File: config.mk
export PLATFORM = sky130hd
export DESIGN_NAME = score_display
export DESIGN_NICKNAME = d
export VERILOG_FILES = /design/src/rtl/score_display_pkg.sv /design/src/rtl/score_display_seven_seg_decoder.sv /design/src/rtl/score_display.sv
export SDC_FILE = /design/constraint.sdc
export NUM_CORES = 1
export LEC_CHECK = 0
export ABC_AREA = 1
export BUFFER_PORTS_ARGS = -buffer_cell sky130_fd_sc_hd__buf_2
export CAP_MARGIN = 20
export CORE_ASPECT_RATIO = 1.5
export CORE_MARGIN = 2
export CORE_UTILIZATION = 62
export CTS_BUF_LIST = sky130_fd_sc_hd__clkbuf_16
export CTS_CLUSTER_SIZE = 30
export DETAILED_ROUTE_END_ITERATION = 7
export PLACE_DENSITY = 0.85
export SLEW_MARGIN = 30
export SYNTH_ARGS = -nofsm -noshare
export SYNTH_HDL_FRONTEND = slang
export SYNTH_HIERARCHICAL = 1
export SYNTH_SLANG_ARGS = --single-unit
File: constraint.sdc
create_clock -name clk -period 4.99 [get_ports clk]
set_input_delay 0.2495 -clock clk [delete_from_list [all_inputs] [get_ports clk]]
set_output_delay 0.2495 -clock clk [all_outputs]
set_load 0.01 [all_outputs]
File: src/rtl/score_display_pkg.sv
// Shared types and constants for the score display block.
package score_display_pkg;

  typedef enum logic [1:0] {
    IDLE  = 2'd0,
    SHIFT = 2'd1,
    LOAD  = 2'd2
  } state_e;

  localparam int          NUM_DIGITS = 5;
  localparam logic [6:0]  SEG_BLANK  = 7'h7F;
  localparam logic [6:0]  SEG_H      = 7'b0001001;

endpackage : score_display_pkg

File: src/rtl/score_display_seven_seg_decoder.sv
// BCD digit to active-low seven-segment pattern, bit order gfedcba.
module seven_seg_decoder (
  input  logic [3:0] bcd_i,
  output logic [6:0] seg_o
);

  // Pure lookup; codes 10..15 never occur from a valid conversion and show blank.
  always_comb begin
    seg_o = 7'h7F;
    unique case (bcd_i)
      4'd0: seg_o = 7'b1000000;
      4'd1: seg_o = 7'b1111001;
      4'd2: seg_o = 7'b0100100;
      4'd3: seg_o = 7'b0110000;
      4'd4: seg_o = 7'b0011001;
      4'd5: seg_o = 7'b0010010;
      4'd6: seg_o = 7'b0000010;
      4'd7: seg_o = 7'b1111000;
      4'd8: seg_o = 7'b0000000;
      4'd9: seg_o = 7'b0010000;
      default: seg_o = 7'h7F;
    endcase
  end

endmodule : seven_seg_decoder

File: src/rtl/score_display.sv
// Live/high score to five blanked seven-segment digits plus a mode marker,
// using a sequential double-dabble binary-to-BCD converter.
module score_display
  import score_display_pkg::*;
#(
  parameter int WIDTH       = 16,
  parameter int SHIFT_CNT_W = 4
) (
  input  logic             clk,
  input  logic             reset,
  input  logic [WIDTH-1:0] score,
  input  logic             show_high,
  output logic [WIDTH-1:0] high_score,
  output logic             busy,
  output logic [6:0]       hex0,
  output logic [6:0]       hex1,
  output logic [6:0]       hex2,
  output logic [6:0]       hex3,
  output logic [6:0]       hex4,
  output logic [6:0]       hex5,
  output state_e           dbg_state_o
);

  localparam int BCD_W = 4 * NUM_DIGITS;

  // Handshake note: there is no valid/ready pair here. The converter samples
  // src only in IDLE; anything that changes while busy is picked up by the
  // IDLE re-compare after the current conversion lands on the display.

  state_e                 state_q, state_d;
  logic [WIDTH-1:0]       bin_q, bin_d;
  logic [BCD_W-1:0]       bcd_q, bcd_d;
  logic [BCD_W-1:0]       bcd_adj;
  logic [SHIFT_CNT_W-1:0] cnt_q, cnt_d;
  logic [WIDTH-1:0]       last_val_q, last_val_d;
  logic                   last_mode_q, last_mode_d;
  logic [BCD_W-1:0]       disp_bcd_q, disp_bcd_d;
  logic                   disp_mode_q, disp_mode_d;
  logic [WIDTH-1:0]       high_q;
  logic [WIDTH-1:0]       src;

  assign src         = show_high ? high_q : score;
  assign high_score  = high_q;
  assign busy        = (state_q != IDLE);
  assign dbg_state_o = state_q;

  // High-score tracker: follows the running maximum of score, independent of the FSM.
  always_ff @(posedge clk) begin
    if (reset) begin
      high_q <= '0;
    end else if (score > high_q) begin
      high_q <= score;
    end
  end

  // Per-nibble add-3 ahead of each shift; no carry crosses nibbles.
  always_comb begin
    bcd_adj = bcd_q;
    for (int i = 0; i < NUM_DIGITS; i++) begin
      if (bcd_q[i*4 +: 4] >= 4'd5) begin
        bcd_adj[i*4 +: 4] = bcd_q[i*4 +: 4] + 4'd3;
      end
    end
  end

  // FSM next-state and datapath updates.
  always_comb begin
    state_d     = state_q;
    bin_d       = bin_q;
    bcd_d       = bcd_q;
    cnt_d       = cnt_q;
    last_val_d  = last_val_q;
    last_mode_d = last_mode_q;
    disp_bcd_d  = disp_bcd_q;
    disp_mode_d = disp_mode_q;
    unique case (state_q)
      IDLE: begin
        if ((src != last_val_q) || (show_high != last_mode_q)) begin
          bin_d       = src;
          bcd_d       = '0;
          cnt_d       = '0;
          last_val_d  = src;
          last_mode_d = show_high;
          state_d     = SHIFT;
        end
      end
      SHIFT: begin
        {bcd_d, bin_d} = {bcd_adj, bin_q} << 1;
        cnt_d          = cnt_q + 1'b1;
        if (cnt_q == SHIFT_CNT_W'(WIDTH - 1)) begin
          state_d = LOAD;
        end
      end
      LOAD: begin
        disp_bcd_d  = bcd_q;
        disp_mode_d = last_mode_q;
        state_d     = IDLE;
      end
      default: state_d = IDLE;
    endcase
  end

  // State and datapath registers; reset aborts any conversion in flight.
  always_ff @(posedge clk) begin
    if (reset) begin
      state_q     <= IDLE;
      bin_q       <= '0;
      bcd_q       <= '0;
      cnt_q       <= '0;
      last_val_q  <= '0;
      last_mode_q <= 1'b0;
      disp_bcd_q  <= '0;
      disp_mode_q <= 1'b0;
    end else begin
      state_q     <= state_d;
      bin_q       <= bin_d;
      bcd_q       <= bcd_d;
      cnt_q       <= cnt_d;
      last_val_q  <= last_val_d;
      last_mode_q <= last_mode_d;
      disp_bcd_q  <= disp_bcd_d;
      disp_mode_q <= disp_mode_d;
    end
  end

  logic [6:0] dec_seg [NUM_DIGITS];
  logic [6:0] hex_arr [NUM_DIGITS];
  logic       seen_nz;

  for (genvar g = 0; g < NUM_DIGITS; g++) begin : g_dec
    seven_seg_decoder u_dec (
      .bcd_i (disp_bcd_q[g*4 +: 4]),
      .seg_o (dec_seg[g])
    );
  end

  // Leading-zero blanking from the top digit down; units digit always shown.
  always_comb begin
    seen_nz = 1'b0;
    for (int i = NUM_DIGITS - 1; i >= 0; i--) begin
      if (disp_bcd_q[i*4 +: 4] != 4'd0) begin
        seen_nz = 1'b1;
      end
      hex_arr[i] = (seen_nz || (i == 0)) ? dec_seg[i] : SEG_BLANK;
    end
  end

  assign hex0 = hex_arr[0];
  assign hex1 = hex_arr[1];
  assign hex2 = hex_arr[2];
  assign hex3 = hex_arr[3];
  assign hex4 = hex_arr[4];
  assign hex5 = disp_mode_q ? SEG_H : SEG_BLANK;

endmodule : score_display

After elaboration in Yosys (flattened, before gate mapping)
Memory sizes are Yosys's and may differ from the RTL's. A register that Yosys moved wholly into a read port is not among the register bits.
Cells that the tools add are included.

word-level totals
  register bits = 96
  ROM bits = 560
  bits of input ports = 19
  output and inout port bits = 61
  logic and storage cells = 78
  memories kept = 5

memory list
  memory            depth  bits a word  read ports  clocked after memory_dff  write ports  line                                   text
  (name not given)  16     7            1           1                         0            score_display_seven_seg_decoder.sv:10  unique case (bcd_i)
  (name not given)  16     7            1           1                         0            score_display_seven_seg_decoder.sv:10
  (name not given)  16     7            1           1                         0            score_display_seven_seg_decoder.sv:10
  (name not given)  16     7            1           1                         0            score_display_seven_seg_decoder.sv:10
  (name not given)  16     7            1           1                         0            score_display_seven_seg_decoder.sv:10

cells by class
  add/subtract/negate cells = 6
  $lt $le $gt $ge = 6
  equality and inequality tests = 7
  muxes and demuxes = 34
  reduce and logical (&&, ||, !) cells = 11

operators with widths
  cell                   count
  $mux W4                15
  $pmux W20 S2           1
  $mux W7                5
  $mux W16               2
  $pmux W16 S2           1
  $ge A4 B3 Y1 const B   5
  $mux W20               1
  $add A4 B2 Y4 const B  4
  $gt A16 B16 Y1         1
  $ne A16 B16 Y1         1
  $reduce_bool A4 Y1     4
  $pmux W4 S2            1
  $reduce_and A2 Y1      3
  $add A4 B1 Y4 const B  1
  $eq A4 B4 Y1 const B   1
  $mux W1                4
  $mux W2                2
  $ne A2 B2 Y1 const B   2
  $pmux W2 S2            1
  $reduce_bool A2 Y1     2
  $add A3 B2 Y3 const B  1
  $mux W3                1
  $eq A2 B1 Y1 const B   1
  $eq A2 B2 Y1 const B   1
  3 further kinds        3

Depth between registers and ports, before layout
Gate-level depths: netlist of run 1.

  depth in word-level cells = 6
  mapped depth = 15
  gate-level depth less buffers = 14

Cells and area by module
Netlist of run 1, hierarchy kept.

by module, submodules not included
  module             instances  cells an instance  area an instance (um^2)  seq. area each (um^2)
  score_display      1          822                5395.2                   1921.8
  seven_seg_decoder  5          35                 187.7                    0.0

Worst setup path before layout of run 1
No wires, ideal clock.

  path type = register -> register
  start = reg high_q[1] (netlist: high_score[1])
  end = reg high_q[10] (netlist: high_score[10])
  setup time = 0.065 ns
  data arrival time = 1.891 ns
  required time = 4.925 ns
  path slack = 3.034 ns
  stages on the path, launching flop included = 16
  buffers on the path = 1
  period minus slack after synthesis = 1.956 ns
  path through = dfxtp_1 > inv_1 > ha_1 > inv_1 > nor2_1 > nor2_1 > o21ai_0 > nand2_1 > nand3_1 > nand2_1 > nand2_1 > nand2_1 > inv_1 > clkbuf_1 > nor2_1 > nor2_1

between the ends
  word-level cells in the longest chain between the ends = 1

RTL lines
  what                    line                 text
  start, declared         score_display.sv:39  logic [WIDTH-1:0] high_q;
  start signal, assigned  score_display.sv:52  high_q <= score;
  $gt A16 B16 Y1          score_display.sv:51  end else if (score > high_q) begin

Every way passes these cells.
A chain may end at the register's enable or synchronous reset.

Final worst setup path of run 1
  start = reg disp_bcd_q[18]
  end = out hex1[2]

between the ends
  word-level cells in the longest chain between the ends = 6

RTL lines
  what                    line                  text
  start, declared         score_display.sv:37   logic [BCD_W-1:0] disp_bcd_q, disp_bcd_d;
  start signal, assigned  score_display.sv:121  disp_bcd_q <= disp_bcd_d;
  $reduce_bool A4 Y1      score_display.sv:141  if (disp_bcd_q[i*4 +: 4] != 4'd0) begin
  $mux W1 (4 in series)   score_display.sv:141
  $mux W7                 score_display.sv:144  hex_arr[i] = (seen_nz || (i == 0)) ? dec_seg[i] : SEG_BLANK;
  end, declared           score_display.sv:16   output logic [6:0] hex1,

Every way passes these cells.

==> impl_metrics.json, run 1 <==
{
  "r2r_end": "bin_q[13]$_SDFFE_PP0P_",
  "ctsHoldBuffers": 0,
  "crit_required_ns": 4.74,
  "finalWeightedCongestion": 0.852,
  "wl_um": 12800,
  "cts_max_level": 3,
  "yosysSeqAreaShare_pct": 30.3,
  "synth_cell_types": 33,
  "critical_path_arrival_ns": 2.51,
  "place_hpwl_um": 9180,
  "worstSetupPathType": "flip-flop to output pin",
  "num_vias": 6071,
  "io_pins": 80,
  "drc_errors": 0,
  "clk_latency_ns": 0.34,
  "post-route-min-period_ns": 2.76,
  "first_pass_iters": 5,
  "nets": 1114,
  "grtUsageTotal_pct": 23.8,
  "slew_headroom_pct": 38.7,
  "fmax_ghz": 0.362,
  "holdPathStages": 3,
  "p_int_mw": 1.35,
  "cts_root_buf": "clkbuf_16",
  "min_period_over_period_pct": 55.4,
  "grt_overflow": 0,
  "cts-resized-gates": 0,
  "synth-seq-cells": 96,
  "reg2reg_slack_ns": 2.29,
  "vias_per_cell": 5.21,
  "power.share.sequential_pct": 44.8,
  "cts_tree": "yes",
  "wire_per_inst_um": 11.0,
  "fin_tns_setup_ns": 0,
  "grt_pass1_vias": 5394,
  "fp.dieW_um": 86.5,
  "end_kind": "output pin",
  "fp-row-count": 45,
  "die_h_um": 128,
  "slew_violations": 0,
  "power_density_mw_per_mm2": 277,
  "status": "complete, no violations",
  "grt_pass1_wl_um": 22100,
  "syn-cell-area_mm2": 0.00633,
  "maxCapViolations": 0,
  "p_sw_uw": 579,
  "syn_to_final_growth_pct": 9.56,
  "min_to": "high_score[10]$_SDFFE_PP0N_",
  "power_leakage_nw": 3.29,
  "rsz0062_at_grt": "no",
  "drive_gt1_share_pct": 11.4,
  "n_fill_cell": 956,
  "antennaDiodeCount": 0,
  "finClkSkew_ns": 0.00460,
  "clock_path_buffers": 2,
  "grt_start_max_net_pins": 76,
  "r2r_cells": 7,
  "pwr-share-clk_pct": 34.8,
  "port-buffer-count": 77,
  "antenna_found_initial": 0,
  "min_path_type": "primary input to flip-flop",
  "dieArea_mm2": 0.0111,
  "r2r-start": "dbg_state_o[1]$_SDFFE_PP0P_",
  "switching_share_pct": 30.1,
  "cts.clk_slew.worst_paths_ns": 0.06,
  "finalSetupViolations": 0,
  "p_total_mw": 1.93,
  "hold_viol_final": 0,
  "cts_setup_buffers": 0,
  "core-area_mm2": 0.0100,
  "crit_path_start_kind": "flip-flop",
  "initial_core_util_pct": 63.2,
  "cts.sinks": 96,
  "combPwrFrac_pct": 20.4,
  "avgSynthCellArea_um2": 6.35,
  "hp-start": "score[10]",
  "cts_inserted_buffers": 9,
  "synthCells": 997,
  "ys_warn_count": 6,
  "ir_drop_uv": 219,
  "final_antenna_net_count": 0,
  "crit_fanout": 8,
  "worst_pin_slew_ns": 0.913,
  "drtIter0Drc": 307
}
Yosys cell counts (all sizes together):
master / number / area (um^2)
nor2: 82 / 313
nand2: 256 / 978
or2: 11 / 68.8
nor4: 1 / 6.26
nand3: 105 / 526
o21ai: 90 / 469
clkbuf: 25 / 93.8
ha: 52 / 651
nand4: 4 / 25.0
xor2: 4 / 35.0
and2: 1 / 6.26
o211ai: 1 / 7.51
nand3b: 1 / 7.51
conb: 1 / 3.75
nor3: 2 / 10.0
or3: 1 / 6.26
a21oi: 100 / 500
inv: 137 / 514
clkinv: 2 / 7.51
buf: 22 / 159
o22ai: 1 / 6.26
xnor2: 2 / 17.5
dfxtp: 96 / 1920
how the worst max path moves through the flow:
stage                                      startpoint                           to  slack (ns)  depth (start not counted)
after floorplan            high_score[1]$_SDFFE_PP0N_  high_score[10]$_SDFFE_PP0N_        3.03                         15
after global placement                      show_high       bin_q[15]$_SDFFE_PP0P_        2.34                         13
after detailed placement                    show_high       bin_q[11]$_SDFFE_PP0P_        2.24                         13
after CTS                 disp_bcd_q[18]$_SDFFE_PP0N_                      hex1[2]        2.16                          8
after global routing      disp_bcd_q[18]$_SDFFE_PP0N_                      hex1[2]        1.91                          8
final                     disp_bcd_q[18]$_SDFFE_PP0N_                      hex1[2]        2.23                          8
worst max-delay path, cell delays in order (launching register included):
cell	delay, ns
dfxtp_1	0.39
nor2_1	0.13
nand2_1	0.19
nor3_1	0.20
nand2_1	0.22
nor3_1	0.53
nand2_1	0.27
nand2_1	0.11
buf_2	0.13
through the flow:
stage | utilization [%] | worst slack (ns) | hold slack, ns | cell area, um^2 | instances
after floorplan | - | 3.03 | 0.416 | 6340 | 998
after global placement | 66.4 | 2.34 | 0.457 | 6650 | 1149
after detailed placement | 66.4 | 2.24 | 0.458 | 6650 | 1149
after CTS | 69.2 | 2.16 | 0.192 | 6940 | 1165
after global routing | 69.2 | 1.91 | 0.227 | 6940 | 1165
final | 69.2 | 2.23 | 0.193 | 6940 | 1165
state kept, by name, indices dropped and copies added (netlist names):
name	count
cnt_q	4
last_val_q	16
high_score	16
disp_mode_q	1
last_mode_q	1
disp_bcd_q	20
bin_q	16
dbg_state_o	2
bcd_q	20
power groups by stage:
| stage | Clock, mW | Combinational, mW | Sequential (mW) |
|---|---|---|---|
| floorplan | 0 | 0.291 | 0.885 |
| global route | 0.707 | 0.459 | 0.869 |
| detailed placement | 0 | 0.394 | 0.879 |
| global placement | 0 | 0.385 | 0.878 |
| finish | 0.669 | 0.393 | 0.863 |
| CTS | 0.679 | 0.397 | 0.862 |
layer usage:
layer	vias up	GRT usage, %	share of wire (%)
li1	3264	-	-
met1	2685	25.8	43
met2	103	46.1	52
met3	19	2.38	2.6
met4	0	9.38	2.0
met5	-	0	0
cells in the final DEF (no fill, tap or decap), types with 5 or more instances in the layout:
master and instances:
nand2_1 252, inv_2 6, inv_1 131, dfxtp_1 96, nand3_1 105, ha_1 52, clkinv_1 5, nor2_1 79
o21ai_2 5, clkbuf_16 9, o21ai_0 83, buf_2 77, or2_2 7, a21oi_1 100
cells by family after synthesis:
kind of cell | Yosys count | synth area share, %
AND/OR/NAND/NOR | 464 | 30.7
AO/OA/AOI/OAI | 192 | 15.5
flip-flops | 96 | 30.3
other | 1 | 0.0592
adder cells (fa/ha/maj) | 52 | 10.3
XOR/XNOR | 6 | 0.830
buffers and inverters | 186 | 12.2
layout make-up:
| class | instances | area [um^2] | area share, % |
|---|---|---|---|
| clock buffer | 9 | 225 | 3.25 |
| inverter | 139 | 522 | 7.52 |
| multi-input combinational | 716 | 3650 | 52.5 |
| tap | 117 | 146 | 2.11 |
| sequential | 96 | 1920 | 27.7 |
| clock inverter | 7 | 62.6 | 0.902 |
| timing repair buffer | 81 | 415 | 5.99 |
(Power assumes the default switching activity.)
==> run 2: changes to the inputs <==
Settings changed: CORE_UTILIZATION 62 to 58, PLACE_DENSITY 0.85 to 0.8.
Clock period 4.99 ns to 2.6 ns, I/O delays scaled along.
==> impl_metrics.json, run 2 (synthesized netlist as in run 1, its figures left out) <==
{
  "vias_per_cell": 5.03,
  "core-area_mm2": 0.0106,
  "post-route-min-period_ns": 2.30,
  "cts_max_level": 3,
  "p_sw_mw": 1.09,
  "reg2reg_slack_ns": 0.58,
  "antennaDiodeCount": 0,
  "worstSetupPathType": "flip-flop to output pin",
  "hp-start": "score[11]",
  "rsz0062_at_grt": "no",
  "holdPathStages": 3,
  "grtUsageTotal_pct": 22.7,
  "dp.cells": 1185,
  "final_cell_mix": "nand2_1, inv_1, nand3_1",
  "finalSetupViolations": 0,
  "switching_share_pct": 29.6,
  "crit_required_ns": 2.47,
  "cts-resized-gates": 1,
  "initial_core_util_pct": 59.8,
  "r2r_end": "bin_q[11]$_SDFFE_PP0P_",
  "cts_root_buf": "clkbuf_16",
  "cts_setup_buffers": 0,
  "slowest_delay_ns": 0.38,
  "fmax_ghz": 0.435,
  "place_hpwl_um": 9510,
  "drc_errors": 0,
  "reg_top3": "bcd_q: 20 flops, disp_bcd_q: 20 flops",
  "min_to": "high_score[11]$_SDFFE_PP0N_",
  "power_leakage_nw": 3.34,
  "syn_to_final_growth_pct": 11.5,
  "cts.sinks": 96,
  "wl_um": 12900,
  "finalWeightedCongestion": 0.757,
  "grt_busiest_layer": "met2",
  "first_pass_iters": 4,
  "r2r_cells": 14,
  "slew_violations": 0,
  "antenna_found_initial": 0,
  "power.share.sequential_pct": 44.9,
  "r2r-start": "high_score[14]$_SDFFE_PP0N_",
  "die_h_um": 132,
  "grt_use_met2_pct": 42.4,
  "hold_ws_ns": 0.0820,
  "cts.clk_slew.worst_paths_ns": 0.06,
  "cp_top_family": "simple AND/OR/NAND/NOR gates",
  "status": "complete, no violations",
  "power_density_mw_per_mm2": 522,
  "grt_start_max_net_pins": 47,
  "crit_path_start_kind": "flip-flop",
  "hold_viol_final": 0,
  "min_path_type": "primary input to flip-flop",
  "clock_path_buffers": 2,
  "end_kind": "output pin",
  "io_pins": 80,
  "critPathMostFrequentCell": "nand2_1",
  "ctsHoldBuffers": 0,
  "grt_overflow": 0,
  "min_period_over_period_pct": 88.5,
  "drtIter0Drc": 257,
  "port-buffer-count": 77,
  "crit_buf_inv": 1,
  "dieArea_mm2": 0.0118,
  "nets": 1123,
  "fin_cells": 1199,
  "grt_pass1_vias": 5420,
  "crit_chain": "nor2_1 > nand2_1 > nor3_1 > nand2_1 > nor3_4 > nand2_1 > nand2_1 > buf_2",
  "critical_path_arrival_ns": 2.17,
  "ir_drop_uv": 426,
  "fp-row-count": 46,
  "clk_latency_ns": 0.34,
  "p_int_mw": 2.60,
  "finClkSkew_ns": 0.00579,
  "drive_gt1_share_pct": 12.1,
  "combPwrFrac_pct": 21.1,
  "pwr-share-clk_pct": 34.0,
  "final_common_cell": "nand2_1",
  "slowest_stage": "dfxtp_1",
  "grt_pass1_wl_um": 22600,
  "crit_fanout": 8,
  "grt_use_met1_pct": 25.6,
  "cts_tree": "yes",
  "maxCapViolations": 0,
  "num_vias": 6035,
  "fin_tns_setup_ns": 0,
  "cts_inserted_buffers": 9,
  "fin_util_pct": 66.7,
  "fp.dieW_um": 89.3,
  "use_met3_pct": 3.82,
  "wire_per_inst_um": 10.7,
  "final_antenna_net_count": 0
}
## run 2: cell count changes in the layout (fill, tap and decap cells not counted), sizes merged
| cell | before | now |
|---|---|---|
| buf | 81 | 90 |
| clkinv | 6 | 5 |
| inv | 138 | 137 |
## run 2: how the worst max path moves through the flow
stage                                            from                          end  slack (ns)  depth (start not counted)
final                     disp_bcd_q[18]$_SDFFE_PP0N_                      hex1[2]        0.30                          8
after detailed placement  disp_bcd_q[18]$_SDFFE_PP0N_                      hex1[2]        0.33                          8
after global routing      disp_bcd_q[18]$_SDFFE_PP0N_                      hex1[2]        0.01                          8
after CTS                 disp_bcd_q[18]$_SDFFE_PP0N_                      hex1[2]        0.18                          8
after global placement                      show_high        bin_q[2]$_SDFFE_PP0P_        0.36                         15
after floorplan            high_score[1]$_SDFFE_PP0N_  high_score[10]$_SDFFE_PP0N_        0.64                         15
## run 2: through the flow
stage	total power [mW]	instance area (um^2)	setup WS, ns
floorplan	2.26	6340	0.644
global placement	2.45	6780	0.356
detailed placement	2.47	6780	0.328
CTS	3.72	7060	0.178
global route	3.91	7060	0.0123
finish	3.69	7060	0.299
## run 2: layout make-up
class | count | area, um^2
Clock buffer | 9 | 225
Fill cell | 1063 | 3530
Clock inverter | 5 | 50.0
Timing Repair Buffer | 90 | 508
Inverter | 139 | 522
Sequential cell | 96 | 1920
Tap cell | 144 | 180
Multi-Input combinational cell | 716 | 3660
## run 2: metal layers
metal	routed length, um	part of all wire (%)	up-vias
met4	176	1.4	0
met3	338	2.6	17
met5	0	0	-
li1	-	-	3282
met2	6830	53	85
met1	5530	43	2651
## run 2: power by group through the flow
| stage | clock network [mW] | logic, mW | registers [mW] |
|---|---|---|---|
| 2_1_floorplan | 0 | 0.558 | 1.70 |
| 3_5_place_dp | 0 | 0.782 | 1.69 |
| 5_1_grt | 1.34 | 0.906 | 1.67 |
| 4_1_cts | 1.28 | 0.786 | 1.65 |
| 3_3_place_gp | 0 | 0.769 | 1.68 |
| 6_report | 1.26 | 0.779 | 1.66 |
## run 2: worst reg2reg max path, cell delays in order, from the launching register on
cell	delay, ns
dfxtp_1	0.34
inv_1	0.06
nand2_1	0.07
nand2_1	0.11
nand2_1	0.08
nand2_1	0.05
nor2_1	0.13
nand2_1	0.08
nor2_2	0.16
nand2_4	0.17
nand2_4	0.25
buf_12	0.20
nand3_1	0.08
nand2_1	0.08
nor2_1	0.04
==> run 3: changes to the inputs <==
Settings changed: CORE_UTILIZATION 58 to 60, CTS_BUF_LIST sky130_fd_sc_hd__clkbuf_16 to sky130_fd_sc_hd__clkbuf_8, PLACE_DENSITY 0.8 to 0.82.
==> impl_metrics.json, run 3 (synthesized netlist as in run 1, its figures left out) <==
{
  "core-area_mm2": 0.0102,
  "fp.dieW_um": 87.9,
  "grt_start_max_net_pins": 75,
  "grt_pass1_wl_um": 21900,
  "end_kind": "output pin",
  "vias_per_cell": 5.06,
  "first_pass_iters": 4,
  "worstSetupPathType": "flip-flop to output pin",
  "worst_pin_slew_ns": 0.676,
  "crit_chain": "nor2_1 > nand2_1 > nor3_1 > nand2_1 > nor3_4 > nand2_1 > nand2_1 > buf_2",
  "slowest_stage": "dfxtp_1",
  "crit_fanout": 8,
  "dp_slack_ns": 0.376,
  "drc_errors": 0,
  "power_leakage_nw": 3.31,
  "die_h_um": 130,
  "io_pins": 80,
  "drtIter0Drc": 283,
  "fin_tns_setup_ns": 0,
  "grt_pass1_vias": 5239,
  "rsz0062_at_grt": "no",
  "fmax_ghz": 0.434,
  "cts.sinks": 96,
  "slew_violations": 0,
  "grt_overflow": 0,
  "cp_top_family": "simple AND/OR/NAND/NOR gates",
  "routed-wl-met2_um": 6590,
  "hold_viol_final": 0,
  "cts_max_level": 3,
  "min_period_over_period_pct": 88.6,
  "fp-row-count": 45,
  "finalSetupViolations": 0,
  "min_path_type": "primary input to flip-flop",
  "maxCapViolations": 0,
  "cts_tree": "yes",
  "port-buffer-count": 77,
  "clock_path_buffers": 2,
  "wire_per_inst_um": 10.6,
  "final_common_cell": "nand2_1",
  "crit_buf_inv": 1,
  "nets": 1120,
  "wl_um": 12700,
  "cts_inserted_buffers": 9,
  "num_vias": 6041,
  "post-route-min-period_ns": 2.30,
  "slowest_delay_ns": 0.40,
  "ir_drop_uv": 452,
  "cts_root_buf": "clkbuf_8",
  "worst_slack_ns": 0.296,
  "syn_to_final_growth_pct": 10.6,
  "antenna_found_initial": 0,
  "p_total_mw": 3.46,
  "critical_path_arrival_ns": 2.17,
  "wl_met1_um": 5550,
  "critPathMostFrequentCell": "nand2_1",
  "antennaDiodeCount": 0,
  "slew_headroom_pct": 54.9,
  "initial_core_util_pct": 62.1,
  "seqCellArea_mm2": 0.00192,
  "n_fill_cell": 947,
  "final_antenna_net_count": 0,
  "place_hpwl_um": 9360,
  "drive_gt1_share_pct": 12.2,
  "top_layer_used": "met4",
  "dr_wl_met3_um": 354,
  "power_density_mw_per_mm2": 494,
  "crit_path_start_kind": "flip-flop",
  "crit_required_ns": 2.47,
  "finalWeightedCongestion": 0.899,
  "dieArea_mm2": 0.0114,
  "multi_input_area_mm2": 0.00366,
  "cts.clk_slew.worst_paths_ns": 0.10,
  "clk_latency_ns": 0.37,
  "grtUsageTotal_pct": 23.1,
  "status": "complete, no violations",
  "reg_top3": "bcd_q: 20 flops, disp_bcd_q: 20 flops",
  "finClkSkew_ns": 0.00723,
  "final_cell_mix": "nand2_1, inv_1, nand3_1"
}
-- run 3: cell types whose count changed in the layout (fill, tap and decap cells not counted) --
cell / delta
clkbuf_16: -9
clkbuf_8: +9
buf_4: -6
buf_12: +3
clkinv_1: -2
clkinv_4: +2
inv_6: +1
inv_8: +1
-- run 3: metrics by stage --
| step | hold WS [ns] | util, % | area, um^2 | instances |
|---|---|---|---|---|
| 2_1_floorplan | 0.296 | - | 6340 | 998 |
| 3_3_place_gp | 0.415 | 66.6 | 6790 | 1179 |
| 3_5_place_dp | 0.430 | 66.6 | 6790 | 1179 |
| 4_1_cts | 0.0436 | 68.7 | 7000 | 1195 |
| 5_1_grt | 0.0707 | 68.7 | 7000 | 1195 |
| 6_report | 0.0417 | 68.7 | 7000 | 1195 |
-- run 3: where the power goes --
group	total, mW	internal [mW]	switching [mW]
combinational	0.782	0.293	0.488
sequential	1.65	1.58	0.0735
clock	1.02	0.457	0.567
-- run 3: path summary, 6_finish.rpt --
check / cells past startpoint / slack, ns / endpoint / start
setup / recovery: 8 / 0.30 / hex1[6] / disp_bcd_q[18]$_SDFFE_PP0N_
hold / removal: 3 / 0.04 / high_score[6]$_SDFFE_PP0N_ / score[6]
setup reg to reg: 14 / 0.56 / bin_q[3]$_SDFFE_PP0P_ / high_score[13]$_SDFFE_PP0N_
hold reg to reg: 2 / 0.47 / last_val_q[6]$_SDFFE_PP0P_ / last_val_q[6]$_SDFFE_PP0P_
-- run 3: metal layers --
| metal | up-vias | track usage (%) |
|---|---|---|
| met5 | - | 0 |
| met2 | 104 | 43.8 |
| met1 | 2651 | 26.4 |
| li1 | 3271 | - |
| met3 | 15 | 1.90 |
| met4 | 0 | 8.69 |
-- run 3: final cells by class --
class,instances,share of cell area (%)
timing repair buffer,87,7.47
multi-input combinational,716,52.2
tap,141,2.52
clock buffer,9,1.77
sequential,96,27.4
inverter,139,7.45
clock inverter,7,1.14
-- run 3: tightest hold or removal path: cells and delay by family --
| family | cells | cell delay (ns) |
|---|---|---|
| AOI/OAI and AO/OA | 1 | 0.08 |
| buffers and inverters | 1 | 0.10 |
| and+or+nand+nor | 1 | 0.07 |
-- run 3: repair_timing --
action / 4_1_cts / 5_1_grt
setup buffers: 0 / 0
endpoints found under the setup margin: 7 / 7
resized for setup: 1 / 1
endpoints found under the hold margin: 0 / 0
hold buffers: 0 / 0
